File: src/rtl/mem_ctrl_pkg.sv
// Shared types and sizes for the 32x64 masked 1R1W macro controller.
package mem_ctrl_pkg;

    localparam int ADDR_W = $clog2(32);
    localparam int MASK_W = 64 / 8;

    typedef enum logic {
        ST_INIT = 1'b0,
        ST_RUN  = 1'b1
    } state_t;

    typedef enum logic {
        REQ_A = 1'b0,
        REQ_B = 1'b1
    } req_id_t;

endpackage

File: src/rtl/rr_arb2.sv
// Two-input round-robin arbiter; prio names the requester that wins a tie.
import mem_ctrl_pkg::*;

module rr_arb2 (
    input  logic       clock,
    input  logic       reset,
    input  logic       en,
    input  logic [1:0] req,
    output logic [1:0] gnt
);

    req_id_t prio;

    always_comb begin
        gnt = 2'b00;
        if (en) begin
            if (req[0] && (!req[1] || prio == REQ_A)) begin
                gnt[0] = 1'b1;
            end else if (req[1]) begin
                gnt[1] = 1'b1;
            end
        end
    end

    // The winner drops to lowest priority; idle cycles keep the pointer.
    always_ff @(posedge clock or posedge reset) begin
        if (reset) begin
            prio <= REQ_A;
        end else if (gnt[0]) begin
            prio <= REQ_B;
        end else if (gnt[1]) begin
            prio <= REQ_A;
        end
    end

endmodule

File: src/rtl/mem_1r1w_masked_32x64_ctrl.sv
// Controller for the 32x64 masked 1R1W macro: zero sweep after reset, then
// round-robin write arbitration and a one-cycle-latency read port.
import mem_ctrl_pkg::*;

module mem_1r1w_masked_32x64_ctrl #(
    parameter int DEPTH     = 32,
    parameter int WIDTH     = 64,
    parameter int MASK_GRAN = 8
) (
    input  logic                         clock,
    input  logic                         reset,
    output logic                         init_done,

    input  logic                         wa_valid,
    output logic                         wa_ready,
    input  logic [$clog2(DEPTH)-1:0]     wa_addr,
    input  logic [WIDTH-1:0]             wa_data,
    input  logic [WIDTH/MASK_GRAN-1:0]   wa_mask,

    input  logic                         wb_valid,
    output logic                         wb_ready,
    input  logic [$clog2(DEPTH)-1:0]     wb_addr,
    input  logic [WIDTH-1:0]             wb_data,
    input  logic [WIDTH/MASK_GRAN-1:0]   wb_mask,

    input  logic                         rd_valid,
    output logic                         rd_ready,
    input  logic [$clog2(DEPTH)-1:0]     rd_addr,
    output logic                         rsp_valid,
    output logic [WIDTH-1:0]             rsp_data,

    output logic [$clog2(DEPTH)-1:0]     R0_addr,
    output logic                         R0_en,
    input  logic [WIDTH-1:0]             R0_data,

    output logic [$clog2(DEPTH)-1:0]     W0_addr,
    output logic                         W0_en,
    output logic [WIDTH-1:0]             W0_data,
    output logic [WIDTH/MASK_GRAN-1:0]   W0_mask
);

    localparam int AW = $clog2(DEPTH);
    localparam int MW = WIDTH / MASK_GRAN;
    // One spare bit so the last sweep index is seen without wrapping.
    localparam logic [AW:0] LAST_IDX = (AW + 1)'(DEPTH - 1);

    state_t      state;
    logic [AW:0] init_cnt;
    logic        in_init;
    logic        run_en;
    logic [1:0]  gnt;
    logic        wr_grant;
    logic        collide;
    logic        rd_issue;
    logic        vld_p1;

    assign in_init   = (state == ST_INIT);
    assign run_en    = (state == ST_RUN) && !reset;
    assign init_done = (state == ST_RUN);

    always_ff @(posedge clock or posedge reset) begin
        if (reset) begin
            state    <= ST_INIT;
            init_cnt <= '0;
        end else if (in_init) begin
            init_cnt <= init_cnt + (AW + 1)'(1);
            if (init_cnt == LAST_IDX) begin
                state <= ST_RUN;
            end
        end
    end

    rr_arb2 u_arb (
        .clock (clock),
        .reset (reset),
        .en    (run_en),
        .req   ({wb_valid, wa_valid}),
        .gnt   (gnt)
    );

    assign wa_ready = gnt[0];
    assign wb_ready = gnt[1];
    assign wr_grant = gnt[0] || gnt[1];

    always_comb begin
        W0_en   = 1'b0;
        W0_addr = wa_addr;
        W0_data = wa_data;
        W0_mask = wa_mask;
        if (!reset && in_init) begin
            W0_en   = 1'b1;
            W0_addr = init_cnt[AW-1:0];
            W0_data = '0;
            W0_mask = {MW{1'b1}};
        end else if (gnt[1]) begin
            W0_en   = 1'b1;
            W0_addr = wb_addr;
            W0_data = wb_data;
            W0_mask = wb_mask;
        end else if (gnt[0]) begin
            W0_en   = 1'b1;
        end
    end

    // Macro read-during-write data is undefined, so same-address reads wait a cycle.
    assign collide  = wr_grant && (W0_addr == rd_addr);
    assign rd_ready = run_en && !collide;
    assign rd_issue = rd_valid && rd_ready;
    assign R0_en    = rd_issue;
    assign R0_addr  = rd_addr;

    // p1: macro read data returns one cycle after issue.
    always_ff @(posedge clock or posedge reset) begin
        if (reset) begin
            vld_p1 <= 1'b0;
        end else begin
            vld_p1 <= rd_issue;
        end
    end

    assign rsp_valid = vld_p1;
    assign rsp_data  = vld_p1 ? R0_data : '0;

endmodule

File: config.mk
export PLATFORM = sky130hd
export DESIGN_NAME = mem_1r1w_masked_32x64_ctrl
export DESIGN_NICKNAME = d
export VERILOG_FILES = /design/src/rtl/mem_ctrl_pkg.sv /design/src/rtl/rr_arb2.sv /design/src/rtl/mem_1r1w_masked_32x64_ctrl.sv
export SDC_FILE = /design/constraint.sdc
export NUM_CORES = 1
export LEC_CHECK = 0
export ABC_CLOCK_PERIOD_IN_PS = 2130
export BUFFER_PORTS_ARGS = -buffer_cell sky130_fd_sc_hd__buf_4
export CORE_AREA = 2 2 148 150
export CTS_CLUSTER_SIZE = 30
export DETAILED_ROUTE_END_ITERATION = 16
export DIE_AREA = 0 0 150 152
export GPL_ROUTABILITY_DRIVEN = 1
export PLACE_DENSITY = 0.36
export SKIP_CTS_REPAIR_TIMING = 1
export SLEW_MARGIN = 20
export SYNTH_ARGS = -nofsm -noshare
export SYNTH_HDL_FRONTEND = slang
export SYNTH_HIERARCHICAL = 1
export SYNTH_SLANG_ARGS = --single-unit
File: constraint.sdc
create_clock -name clock -period 2.13 [get_ports clock]
set_input_delay 0.1065 -clock clock [delete_from_list [all_inputs] [get_ports clock]]
set_output_delay 0.1065 -clock clock [all_outputs]
set_load 0.05 [all_outputs]
# --- Word level (Yosys, flattened, before mapping) ---
# Cells that the tools add are included.
totals:
  ff_bits: 9
  output_inout_bits: 153
  word_cells: 39
classes:
  n_addsub: 1
  eq_ne: 2
  n_mux: 18
  n_bitwise: 2
  n_reduce_logical: 12
op_table:
  columns: ["operator", "count"]
  rows:
  - ["64-bit 2-to-1 mux", 3]
  - ["8-bit 2-to-1 mux", 2]
  - ["1-bit 2-to-1 mux", 10]
  - ["5-bit 2-to-1 mux", 2]
  - ["6-bit by 1-bit adder with 6-bit output, second input constant", 1]
  - ["6-bit by 5-bit equality test with 1-bit output, second input constant", 1]
  - ["1-bit logical AND", 6]
  - ["5-bit equality test", 1]
  - ["1-bit logical NOT", 3]
  - ["1-bit logical OR", 2]
  - ["2-bit 2-to-1 mux", 1]
  - ["1-bit NOT", 2]
  - ["2-bit nonzero test", 1]

# --- Longest topological paths before layout ---
depth:
  ltp_word: 12
  ltp_mapped: 10
  depth_no_buf: 8

# --- By module ---
# Netlist, hierarchy kept.
by_module_without_submodules:
  columns: ["mod", "instances", "cells_each", "area_per_inst_um2", "seq_area_each_um2"]
  rows:
  - ["mem_1r1w_masked_32x64_ctrl", 1, 307, 2183.3, 200.2]
  - ["rr_arb2", 1, 9, 65.1, 25.0]

# --- Least setup slack after synthesis ---
# OpenSTA, ideal clock, no wires.
synth_path:
  path_kind: "register to output"
  startpoint: "register state (netlist: init_done)"
  endpoint: "output port rd_ready"
  arrival_ns: 4.111
  required_time_ns: 2.024
  setup_slack_ns: -2.087
  path_stages_with_launch: 11
  path_buffers: 2
  cell_sequence: "dfrtp_1 -> buf_6 -> inv_1 -> nor2_1 -> nand2_1 -> a21oi_1 -> buf_4 -> mux2i_1 -> o211a_1 -> nor4_2 -> a311oi_1"
synth_via:
  elab_chain_cells: 8
  word_cells_on_any_way: 11
  classes_between: "1 x eq/ne; 3 x mux; 1 x bitwise; 6 x reduce/logical"
synth_rtl:
  columns: ["element", "line_no", "source"]
  rows:
  - ["from (decl)", "mem_1r1w_masked_32x64_ctrl.sv:47", "state_t state;"]
  - ["from (signal assigned)", "mem_1r1w_masked_32x64_ctrl.sv:63", "state <= ST_INIT;"]
  - ["from (signal assigned)", "mem_1r1w_masked_32x64_ctrl.sv:68", "state <= ST_RUN;"]
  - ["1-bit logical AND (*)", "mem_1r1w_masked_32x64_ctrl.sv:58", "assign run_en = (state == ST_RUN) && !reset;"]
  - ["net run_en", "mem_1r1w_masked_32x64_ctrl.sv:50", "logic run_en;"]
  - ["2-bit 2-to-1 mux (*)", "rr_arb2.sv:16", "if (en) begin"]
  - ["net wb_ready", "mem_1r1w_masked_32x64_ctrl.sv:21", "output logic wb_ready,"]
  - ["5-bit 2-to-1 mux", "mem_1r1w_masked_32x64_ctrl.sv:95", "end else if (gnt[1]) begin"]
  - ["5-bit 2-to-1 mux", "mem_1r1w_masked_32x64_ctrl.sv:90", "if (!reset && in_init) begin"]
  - ["5-bit equality test", "mem_1r1w_masked_32x64_ctrl.sv:106", "assign collide = wr_grant && (W0_addr == rd_addr);"]
  - ["1-bit logical AND (*)", "mem_1r1w_masked_32x64_ctrl.sv:106", null]
  - ["1-bit logical NOT (*)", "mem_1r1w_masked_32x64_ctrl.sv:107", "assign rd_ready = run_en && !collide;"]
  - ["1-bit logical AND (*)", "mem_1r1w_masked_32x64_ctrl.sv:107", null]
  - ["to (decl)", "mem_1r1w_masked_32x64_ctrl.sv:27", "output logic rd_ready,"]
# Mark *: on every way through the listed nets, which the timed path passes. The rest lies on a longest branch.

# --- Final worst setup path ---
layout_path:
  startpoint: "register state (netlist: init_done)"
  endpoint: "output port R0_en"
layout_via:
  elab_chain_cells: 9
  word_cells_on_any_way: 12
  classes_between: "1 x eq/ne; 3 x mux; 1 x bitwise; 7 x reduce/logical"
layout_rtl:
  columns: ["element", "line_no", "source"]
  rows:
  - ["1-bit logical AND (*)", "mem_1r1w_masked_32x64_ctrl.sv:58", null]
  - ["net run_en", "mem_1r1w_masked_32x64_ctrl.sv:50", null]
  - ["2-bit 2-to-1 mux", "rr_arb2.sv:16", null]
  - ["5-bit 2-to-1 mux", "mem_1r1w_masked_32x64_ctrl.sv:95", null]
  - ["5-bit 2-to-1 mux", "mem_1r1w_masked_32x64_ctrl.sv:90", null]
  - ["5-bit equality test", "mem_1r1w_masked_32x64_ctrl.sv:106", null]
  - ["1-bit logical AND", "mem_1r1w_masked_32x64_ctrl.sv:106", null]
  - ["1-bit logical NOT", "mem_1r1w_masked_32x64_ctrl.sv:107", null]
  - ["1-bit logical AND (*)", "mem_1r1w_masked_32x64_ctrl.sv:107", null]
  - ["1-bit logical AND (*)", "mem_1r1w_masked_32x64_ctrl.sv:108", "assign rd_issue = rd_valid && rd_ready;"]
  - ["to (decl)", "mem_1r1w_masked_32x64_ctrl.sv:33", "output logic R0_en,"]
# Marked as above.

==> key figures <==
Status
  • Status: complete, but fails checks
  • Failing checks: negative setup slack

Clock network
  • Root Buffer: clkbuf_16
  • CTS sink count: 9
  • H-tree depth: 1
  • Worst-Skew Late Latency: between 0.2 and 0.25 ns
  • CTS max path bufs: 2
  • Total CTS buffers: 3
  • CTS clk-pin slew, worst paths: 0.04 ns
  • TritonCTS clock tree: done

Global routing
  • Vias in the first global route: approximately 3,700
  • Met3 Use GR: under 10%
  • Grt met2 use: a little under a quarter
  • Aggregate global routing overflow: 0
  • GR Util met1: 13.8%
  • Tot GR Track Use: between 10% and 20%
  • Gr busiest metal: met2
  • Antenna violations before repair: 0
  • First-pass GRT wire length: 21,300 um
  • Pin count of the biggest net entering global routing: 66

Yosys
  • Xor/xnor share of the synthesized area: around 2.3%
  • Synthesized flop and latch total: 9
  • Number of synthesized flops with an enable pin: 0
  • Post-synth ARST share: 100%
  • Area leader, netlist: mux2i_1
  • Synth Area in Adders: 0.556%
  • Synth top area share: between 30% and 40%
  • Mux cell area share after synthesis: between 30% and 40%
  • Mapped Area: roughly 2200 um2
  • Main flop type after synthesis: dfrtp_1
  • Compound-Gate Fraction of Synth Area: around 6.8%
  • Combinational family with the most area after synthesis: simple AND/OR/NAND/NOR gates
  • Syn_area_per_cell: between 7 and 8 um2
  • Post-synthesis net count: between 500 and 600
  • Sequential share of the synthesized area: between 10% and 20%
  • Syn. warnings: 6
  • Distinct cells, synth: 36
  • Mapped Cells: ~320
  • Dominant cells by area after synthesis: mux2i_1 (34%), and2_1 (18%), nor2_1 (11%), dfrtp_1 (10%), buf_2 (2.9%)
  • Synth Area in Simple Gates: roughly 37%

Power and ir drop
  • Total Power: approximately 2.7 mW
  • Maximum vdd ir drop: roughly 0.24 mV
  • Leak pwr: 3.35 nW
  • PD cells: approximately 360 nW/um2

Route
  • Vias/cell: between 3 and 4
  • DRC Markers: 0
  • First-pass DRT Iterations: 4
  • Total wire length: 15,900 um
  • Post-DRT Antenna Nets: 0
  • WL per Instance: approximately 16 um
  • First-iteration detailed-routing DRC count: 58
  • Vias: approximately 3,800

Die
  • Die Area: 22,800 um2
  • Die height: between 150 and 200 um
  • Die width: about 150 um
  • Rows: 54
  • I/O pins: 381
  • Starting Density: a little over a tenth
  • Core area: approximately 21,000 um2

STA
  • Part of the cycle the worst path needs: 114%
  • Max-slew violation count: 0
  • Hold Vio Cnt, Final: 0
  • Slew of the pin with the lowest slew margin: roughly 0.44 ns
  • Tmin final: ~2.4 ns
  • RSZ-0062 raised after global routing: true
  • Final setup violation count: between 50 and 60
  • Max Freq: approximately 410 MHz
  • Slew headroom: between 70% and 80%
  • Final Worst Setup Slack: -0.288 ns
  • Layout Skew: ~0.00030 ns

Critical path
  • WP data required: between 2 and 2.5 ns
  • Critical path class: flop to output pin
  • Arrival time at the worst endpoint: ~2.3 ns
  • Crit-path max FO: 5
  • Setup slack, reg-to-reg: roughly 0.090 ns
  • Crit path capture type: output pin
  • Crit start category: flop

Cells and area
  • Fin nets: between 900 and 1,000
  • Post-route core utilization: 34.8%
  • Antenna cell count: 0
  • Most common cell after layout, fill and taps aside: buf_4
  • Fraction of layout cells with a size suffix above 1: between 80% and 90%
  • Most frequent cells in the layout: buf_4 (382), nor2_4 (66), and2_1 (64)
  • Area added between synthesis and finish: 230%
  • Cell Count, Final, Fillers Out: ~1,000

Place
  • Dpl cells: 973
  • Port Buffers: between 300 and 400
  • HPWL after detailed placement: approximately 13,000 um
  • GPL Wtd Cong: between 0.8 and 0.9

Worst hold path
  • HP Class: primary input to asynchronous set/reset pin

Flow run
  • Max-cap violations: 0
==> cell families after synthesis <==
group	after synthesis
compound gates	22
xor+xnor	6
fa+ha+maj	1
buf+inv	37
flops	9
mux	79
simple gates	162
==> through the flow <==
stage | worst slack, ns | cell area [um2] | hold slack [ns] | setup TNS, ns
4_1_cts | -0.479 | 6370 | -0.0675 | -12.29
3_3_place_gp | -0.182 | 6290 | 0.174 | -0.446
6_report | -0.288 | 7430 | 0.0510 | -3.32
3_5_place_dp | -0.227 | 6290 | 0.177 | -1.23
2_1_floorplan | -0.803 | 3020 | -0.165 | -34.20
5_1_grt | -0.398 | 7430 | 0.0935 | -8.61
==> state kept, by name, summed over array words and instances (netlist names) <==
register and count:
rsp_valid 1, init_cnt 6, init_done 1, u_arb/prio 1
==> cell type report <==
cell class	count	area (um2)
inverter	5	18.8
sequential	9	226
timing repair buffer	429	3560
fill	2204	13900
clock buffer	4	78.8
multi-input combinational	270	3190
tap	280	350
==> metal layers <==
layer  wire length (um)  vias to the layer above
met1               6010                     1724
met4                217                        0
met2               8490                      173
met3               1200                       10
li1                   -                     1877
met5                  0                        -
==> Yosys cell counts (2+ instances only) <==
cell type,n
o21ai_0,5
a211oi_1,4
nor3_1,4
mux2i_1,76
buf_2,13
or3b_2,2
nor2_1,68
a21oi_1,3
clkbuf_1,11
inv_1,5
xnor2_1,5
nand4_1,3
nand2_1,14
buf_4,6
and2_1,64
o211a_1,3
dfrtp_1,9
mux2_2,3
==> path summary, 6_finish.rpt <==
kind                              from           to  depth (start not counted)
max                          init_done        R0_en                         10
min                              reset  init_cnt[3]                          3
max reg2reg                  init_done    rsp_valid                          9
min reg2reg                init_cnt[5]  init_cnt[5]                          1
max in group asynchronous        reset   u_arb/prio                          4
min in group clock            rd_valid    rsp_valid                          3
==> critical path: stages (launching register included) <==
cell,delay (ns)
dfrtp_2,0.35
inv_2,0.05
nor2_4,0.11
nand2_2,0.07
a21oi_4,0.13
buf_12,0.14
mux2i_2,0.24
mux2_4,0.33
a211oi_4,0.33
a31oi_4,0.14
buf_6,0.18
==> power by group <==
| part | switching (mW) | leakage, nW | internal [mW] |
|---|---|---|---|
| registers | 0.00187 | 0.111 | 0.177 |
| logic | 1.21 | 3.20 | 0.979 |
| clock network | 0.0747 | 0.0382 | 0.249 |
(Power assumes the default switching activity.)
